File: src/rtl/mem_arbiter.sv
// Shares one single-port synchronous-read RAM between the fetch port and the load/store port.
// Latency: grant and RAM drive in cycle N, ready pulse in N+1, for reads, writes and out-of-window data accesses.
// Backpressure: requesters hold req until ready; ties alternate round-robin; a requester is masked during its own ready cycle.
module mem_arbiter #(
  parameter int XLEN  = 32,
  parameter int AW    = XLEN - 2,
  parameter int DEPTH = 4096
) (
  input  logic            clock,
  input  logic            reset,
  input  logic            i_req,
  input  logic [AW-1:0]   i_addr,
  output logic            i_ready,
  output logic [XLEN-1:0] i_data,
  input  logic            d_req,
  input  logic            d_we,
  input  logic [AW-1:0]   d_addr,
  input  logic [XLEN-1:0] d_wdata,
  output logic            d_ready,
  output logic [XLEN-1:0] d_rdata,
  output logic            ram_en,
  output logic            ram_we,
  output logic [AW-1:0]   ram_addr,
  output logic [XLEN-1:0] ram_wdata,
  input  logic [XLEN-1:0] ram_rdata
);

  // One extra bit so a DEPTH equal to 2**AW still compares correctly.
  localparam logic [AW:0] DEPTH_LIM = (AW + 1)'(DEPTH);

  // In-flight tag: which access (if any) completes in the current cycle.
  typedef enum logic [1:0] {
    IDLE,
    I_WAIT,
    D_WAIT,
    D_OOR
  } state_t;

  state_t state;
  state_t state_nxt;
  logic   rr_last;     // 1 = data port was granted most recently
  logic   i_elig;
  logic   d_elig;
  logic   grant_i;
  logic   grant_d;
  logic   d_in_range;

  // Eligibility mask, round-robin grant and RAM drive; reset blocks every grant.
  always_comb begin
    i_elig     = i_req && (state != I_WAIT);
    d_elig     = d_req && (state != D_WAIT) && (state != D_OOR);
    grant_i    = reset && i_elig && (!d_elig || rr_last);
    grant_d    = reset && d_elig && (!i_elig || !rr_last);
    d_in_range = ({1'b0, d_addr} < DEPTH_LIM);
    ram_en     = 1'b0;
    ram_we     = 1'b0;
    ram_addr   = '0;
    ram_wdata  = '0;
    state_nxt  = IDLE;
    if (grant_i) begin
      ram_en    = 1'b1;
      ram_addr  = i_addr;
      state_nxt = I_WAIT;
    end else if (grant_d) begin
      if (d_in_range) begin
        ram_en    = 1'b1;
        ram_we    = d_we;
        ram_addr  = d_addr;
        ram_wdata = d_wdata;
        state_nxt = D_WAIT;
      end else begin
        // MMIO/halt window: complete without touching the RAM.
        state_nxt = D_OOR;
      end
    end
  end

  // Advance the in-flight tag and remember who won the last grant.
  always_ff @(posedge clock) begin
    if (!reset) begin
      state   <= IDLE;
      rr_last <= 1'b1;
    end else begin
      state <= state_nxt;
      if (grant_i) begin
        rr_last <= 1'b0;
      end else if (grant_d) begin
        rr_last <= 1'b1;
      end
    end
  end

  // Ready pulses decode the registered tag; read data passes straight from the RAM.
  always_comb begin
    i_ready = (state == I_WAIT);
    d_ready = (state == D_WAIT) || (state == D_OOR);
    i_data  = ram_rdata;
    d_rdata = (state == D_OOR) ? '0 : ram_rdata;
  end

endmodule

File: config.mk
export PLATFORM = sky130hd
export DESIGN_NAME = mem_arbiter
export DESIGN_NICKNAME = d
export VERILOG_FILES = /design/src/rtl/mem_arbiter.sv
export SDC_FILE = /design/constraint.sdc
export NUM_CORES = 1
export LEC_CHECK = 0
export ABC_AREA = 1
export CAP_MARGIN = 20
export CORE_AREA = 2 2 101 103
export DETAILED_ROUTE_END_ITERATION = 10
export DIE_AREA = 0 0 103 105
export SLEW_MARGIN = 20
export SYNTH_ARGS = -nofsm -noshare
export SYNTH_HDL_FRONTEND = slang
export SYNTH_SLANG_ARGS = --single-unit
File: constraint.sdc
create_clock -name clock -period 2.85 [get_ports clock]
set_input_delay 0.7125 -clock clock [delete_from_list [all_inputs] [get_ports clock]]
set_output_delay 0.7125 -clock clock [all_outputs]
set_load 0.02 [all_outputs]
==> run summary, run 1 <==
Placed instance count: 649
Syn Inst Count: 291
Placed cell area: 4177 um^2
IO Pins: 259
GRT overflow: 0
Cell variety after synth: 20
DRC Markers: 0
Critical path's largest stage delay: 0.63 ns
Via Count: 2520
Iter 0 DRT Violations: 49
Gate power share: 0.777
RSZ-0062 raised after global routing: false
Final period util: 0.9471
Commonest non-fill, non-tap cell in the layout: clkdlybuf4s50_1
Post-layout util: 0.4451
Initial antenna violation count: 1
Number of global-route vias before repair: 2482
Largest net degree at the start of global routing: 30
Syn nets: 420
Die ar.: 10820 um^2
CP dominant cell by count: clkdlybuf4s50_1
CTS buffer count: 3
Worst Setup Start Kind: input port
WL final: 8429 um
Syn Area/Cell: 5.762 um^2
Net count, final: 662
Worst-path clk slew: 0.03 ns
Switching share of power: 0.3991
Global-route wire length before repair: 12010 um
Fmax: 370.5 MHz
Min cycle time layout: 2.699 ns
Required time of the critical path: 2.14 ns
Cell Area, Synth: 1677 um^2
Pint: 0.4632 mW
Ys Warns: 0
Vias per cell: 3.784
Hold depth: 2
Post-DP HPWL: 6923 um
CP max FO: 2
Worst Setup End Kind: primary output
Arr. time, crit path: 1.99 ns
Die H: 105 um
P_sw: 0.3077 mW
Final Hold Viols: 0
Skew final: 0.001175 ns
Status: finished, final reports clean
Worst Max-Slew Pin Slew: 0.2717 ns
Pwr/cell area: 179.7 nW/um^2
Flop pwr share: 0.065
Crit Path Class: input port to primary output
Initial Util: 0.1739
Clock latency on the worst-skew pair: 0.21 ns
Clk buf depth: 2
Core ar.: 9639 um^2
Gr usage total: 0.1395
CTS tree: yes
Routability cong.: 0.7992
Slew Viols, Final: 0
Leakage power: 2.273 nW
Synth Register Bits: 3
Clk root buf: clkbuf_8
Critical-path cell list: clkdlybuf4s50_1, inv_1, nor2_1, clkdlybuf4s50_1
Setup TNS: 0 ns
Number of cells on the worst reg-to-reg path: 7
Die W: 103 um
Max cap viols: 0
Clock share of power: 0.158
DR WL/cell: 12.66 um
Non-filler cells in the finished layout: 666
Final setup violation count: 0
Slowest library cell on the worst path: clkdlybuf4s50_1
Layout area overhead: 155.9%
Synth area leaders: buf_4, nor2_2, nand2_2, inv_1, nor2_1
Share of Yosys cell area claimed by the top area cell type: 0.1522
Hold Buf Count CTS: 0
Seq/Total Area, Yosys: 0.03582
Row count: 36
Slew HR: 0.8188
VDD IR max: 0.00008668 V
H-tree levels: 1
Share of cells above drive strength 1: 0.3383
Commonest non-fill, non-tap cells in the layout: clkdlybuf4s50_1, inv_1, nor2_1
Post-synth top area cell: buf_4
Final antenna-violating net count: 0
Drt pass-1 iters: 4
Worst min-delay path class: flop to flop
Clock sink count: 3
Cell area after layout: 4290 um^2
Buffers on Ports: 258
path summary, 6_finish.rpt:
path | startpoint | endpoint | slack, ns
worst min-delay path | rr_last$_SDFFE_PN1P_ | rr_last$_SDFFE_PN1P_ | 0.50
worst max register to register | state[1]$_SDFF_PP0_ | state[0]$_SDFF_PN0_ | 1.58
worst min register to register | rr_last$_SDFFE_PN1P_ | rr_last$_SDFFE_PN1P_ | 0.50
worst max-delay path | ram_rdata[25] | d_rdata[25] | 0.15
critical path, delay by kind of cell:
family / cells / cell delay [ns]
buffers and inverters: 3 / 1.17
and+or+nand+nor: 1 / 0.11
metrics by stage:
stage	hold slack [ns]	total power, mW	setup slack, ns
2_1_floorplan	0.4707	0.3399	0.5952
3_3_place_gp	0.5007	0.6614	-0.4759
3_5_place_dp	0.4990	0.6657	-0.4658
4_1_cts	0.5025	0.7854	-0.08645
5_1_grt	0.5360	0.8260	0.04927
6_report	0.5028	0.7708	0.1508
per-layer routing:
| layer | GRT usage | wire length, um | share of wire |
|---|---|---|---|
| met5 | 0 | 0 | 0 |
| met4 | 0.02256 | 48 | 0.0057 |
| met3 | 0.03679 | 953 | 0.11 |
| met2 | 0.2834 | 4520 | 0.54 |
| met1 | 0.1376 | 2905 | 0.34 |
cells by family after synthesis:
family                 Yosys count  share of synthesized area
buffers and inverters          105                     0.3552
DFF                              3                    0.03582
and+or+nand+nor                182                     0.6052
AOI/OAI and AO/OA                1                   0.003734
area by class of cell:
class / instances / area [um^2]
antenna: 1 / 2.502
clock buffer: 4 / 45.04
tap: 133 / 166.4
inverter: 57 / 230.2
timing repair inverter: 1 / 16.27
sequential: 3 / 60.06
fill: 1009 / 5349
timing repair buffer: 284 / 2734
multi-input combinational: 183 / 1036
flip-flops by register name, summed over array words and instances (netlist names):
signal   cells
state        2
rr_last      1
repair_timing:
action / 4_1_cts / 5_1_grt
setup endpoints to repair: 64 / 54
resized for setup: 270 / 33
hold endpoints to repair: 0 / 0
cloned: 3 / 4
setup buffers: 4 / 1
pin swaps: 2 / 16
synth_stat cells:
cell	count
buf_6	7
nand2_2	32
buf_2	2
nor2_2	37
nor2_4	12
nand3_2	1
a31oi_1	1
inv_8	1
nor2_1	46
nand2_1	38
inv_1	53
inv_2	3
buf_8	1
nand3_4	1
nor2_8	1
clkbuf_1	4
nand4_1	12
dfxtp_1	3
nand3_1	2
buf_4	34
power groups by stage:
stage	clock [mW]	sequential, mW	combinational, mW
after floorplan	0	0.0501	0.290
after global placement	0	0.0511	0.610
after detailed placement	0	0.0511	0.615
after CTS	0.126	0.0505	0.609
after global routing	0.132	0.0511	0.643
final	0.122	0.0503	0.599
Note: power is estimated with default switching activity, not from simulation.
==> run 2, diff against run 1 <==
--- a/config.mk
+++ b/config.mk
@@ -7,9 +7,11 @@
 export LEC_CHECK = 0
 export ABC_AREA = 1
 export CAP_MARGIN = 20
-export CORE_AREA = 2 2 101 103
+export CORE_AREA = 4 4 121 65
 export DETAILED_ROUTE_END_ITERATION = 10
-export DIE_AREA = 0 0 103 105
+export DIE_AREA = 0 0 125 69
+export PLACE_DENSITY = 0.87
+export RECOVER_POWER = 50
 export SLEW_MARGIN = 20
 export SYNTH_ARGS = -nofsm -noshare
 export SYNTH_HDL_FRONTEND = slang
==> run 2 against run 1 <==
  * Wire length decreased by 1.4%
  * Critical endpoint is now ram_wdata[10]
  * Fmax down 4.1%
  * Worst hold slack improved by 0.0047 ns
==> run summary, run 2 (same netlist as run 1, synthesis figures left out) <==
Gr usage total: 0.1775 (+0.03796)
Tot Pwr: 0.8566 mW (+11%)
GRT overflow: 0 (unchanged)
Min cycle time layout: 2.815 ns (+0.1157 ns)
Top sig layer: met4
CTS buffer count: 3 (unchanged)
Critical path's largest stage delay: 0.40 ns (-0.23 ns)
Via Count: 2402 (-4.7%)
Clock sink count: 3 (unchanged)
Top reg by flops: state
Largest net degree at the start of global routing: 23 (-23%)
RSZ-0062 raised after global routing: false
Fmax: 355.3 MHz (-4.1%)
WL final: 8309 um (-1.4%)
Clk buf depth: 2 (unchanged)
Initial antenna violation count: 0 (-1)
Slew HR: 0.8246 (+0.005801)
Placed instance count: 609 (-6.2%)
CP max FO: 16 (+14)
Share of cells above drive strength 1: 0.3403 (+0.001998)
Commonest non-fill, non-tap cells in the layout: clkdlybuf4s50_1, dlygate4sd3_1, inv_1
Core ar.: 6674 um^2 (-31%)
Drt pass-1 iters: 4 (unchanged)
Non-filler cells in the finished layout: 615 (-7.7%)
Die H: 69 um (-34%)
Post-DP HPWL: 7308 um (+5.6%)
Initial Util: 0.2512 (+0.07728)
Crit Path Class: input port to primary output
Global-route wire length before repair: 12630 um (+5.2%)
Hold EP: rr_last$_SDFFE_PN1P_
Final Hold Viols: 0 (unchanged)
Worst r2r src: state[1]$_SDFF_PP0_
Final period util: 0.9877 (+0.04059)
Net count, final: 653 (-1.4%)
HP Start: rr_last$_SDFFE_PN1P_
Max cap viols: 0 (unchanged)
DRC Markers: 0 (unchanged)
Antenna cells: 0 (-1)
Hold depth: 2 (unchanged)
Fill cells: 619 (-39%)
Area taken by multi-input logic gates: 1041 um^2 (+0.48%)
Iter 0 DRT Violations: 60 (+22%)
Buffers on Ports: 258 (unchanged)
H-tree levels: 1 (unchanged)
DR WL/cell: 13.51 um (+6.8%)
IO Pins: 259 (unchanged)
Commonest non-fill, non-tap cell in the layout: clkdlybuf4s50_1
Worst Setup End Kind: primary output
Hold Buf Count CTS: 0 (unchanged)
CTS tree: yes
Worst min-delay path class: flop to flop
Skew final: 0.002619 ns (+0.001444 ns)
VDD IR max: 0.0001824 V (+110%)
Met2 wire len: 4893 um (+8.3%)
Clock latency on the worst-skew pair: 0.22 ns (about the same)
Layout area overhead: 139.6%
Final antenna-violating net count: 0 (unchanged)
Worst Max-Slew Pin Slew: 0.2622 ns (-0.009523 ns)
Die W: 125 um (+21%)
Vias per cell: 3.906 (+3.2%)
Number of global-route vias before repair: 2491 (+0.36%)
Status: finished, final reports clean
Largest regs: state x2, rr_last x1
Worst Setup Start Kind: input port
Critical-path cell list: clkdlybuf4s50_1, nor2_1, nand3_2, nor2_4, nand3_4, buf_12, nor2_2, buf_2
Post-Route M1 WL: 2893 um (-0.41%)
Routability cong.: 0.8426 (+5.4%)
Pwr/cell area: 213.2 nW/um^2 (+19%)
Leakage power: 2.050 nW (-9.8%)
Crit-path leading delay family: buffers and inverters
Seq. cell area: 60.06 um^2 (unchanged)
Met3 Wirelength: 430 um (-55%)
Die ar.: 8625 um^2 (-20%)
Slew Viols, Final: 0 (unchanged)
Slowest library cell on the worst path: clkdlybuf4s50_1
Final setup violation count: 0 (unchanged)
R2r setup slk: 1.70 ns (+0.12 ns)
Row count: 21 (-42%)
Required time of the critical path: 2.14 ns (about the same)
Max FFs per register: 2 (unchanged)
CP Buf/Inv Count: 3 (unchanged)
Number of cells on the worst reg-to-reg path: 6 (-1)
Worst-path clk slew: 0.03 ns (about the same)
Clk root buf: clkbuf_16
Capturing point of the worst reg2reg path: rr_last$_SDFFE_PN1P_
Arr. time, crit path: 2.10 ns (+0.11 ns)
-- run 2: cell types whose count changed in the layout (fill, tap and decap cells not counted), sizes merged, moves of 3 or more --
cell,before,now
clkbuf,8,4
clkdlybuf4s15,6,0
clkdlybuf4s50,173,137
dlymetal6s2s,20,0
dlygate4sd3,0,56
buf,78,81
-- run 2: metrics by stage --
stage / setup slack [ns] / hold WS, ns / TNS [ns] / utilization / area [um^2]
finish: 0.03516 / 0.5074 / 0 / 0.6020 / 4018
global route: 0.001892 / 0.5531 / 0 / 0.6020 / 4018
CTS: 0.0002292 / 0.5064 / 0 / 0.6020 / 4018
detailed placement: -0.4337 / 0.5057 / -24.02 / 0.6211 / 4145
global placement: -0.4171 / 0.4960 / -22.44 / 0.6211 / 4145
floorplan: 0.5952 / 0.4707 / 0 / - / 1677
-- run 2: routing by layer --
| layer | vias up | global-route usage |
|---|---|---|
| li1 | 1270 | - |
| met1 | 1048 | 0.1753 |
| met2 | 76 | 0.3879 |
| met3 | 8 | 0.02546 |
| met4 | 0 | 0.03125 |
| met5 | - | 0 |
-- run 2: power by group --
part	internal (mW)	leakage, nW	switching [mW]
logic	0.310	1.99	0.279
clock network	0.184	0.0382	0.0338
registers	0.0472	0.0250	0.00274
total	0.541	2.05	0.316
-- run 2: layout make-up --
cell class	instances	area share
clock buffers	4	0.01962
inverters	57	0.05637
multi-input cells	183	0.2591
flip-flops and latches	3	0.01495
well taps	92	0.02865
repair buffers	275	0.6173
repair inverters	1	0.004049
-- run 2: tightest hold or removal path, stage by stage (launching register included) --
cell	delay, ns
dfxtp_1	0.30
inv_1	0.08
a31oi_1	0.08
-- run 2: worst max-delay path by stage --
stage | from | to | cells past startpoint
floorplan | d_addr[23] | ram_wdata[10] | 6
global placement | d_req | ram_en | 8
detailed placement | d_req | ram_en | 8
CTS | d_req | ram_addr[6] | 8
global route | d_addr[22] | ram_wdata[16] | 8
finish | d_addr[24] | ram_wdata[10] | 8
-- run 2: repair_timing --
action	4_1_cts	5_1_grt
pin swaps	1	4
setup endpoints to repair	64	31
resized for setup	253	33
setup buffers	1	0
endpoints found under the hold margin	0	0
cloned	1	0
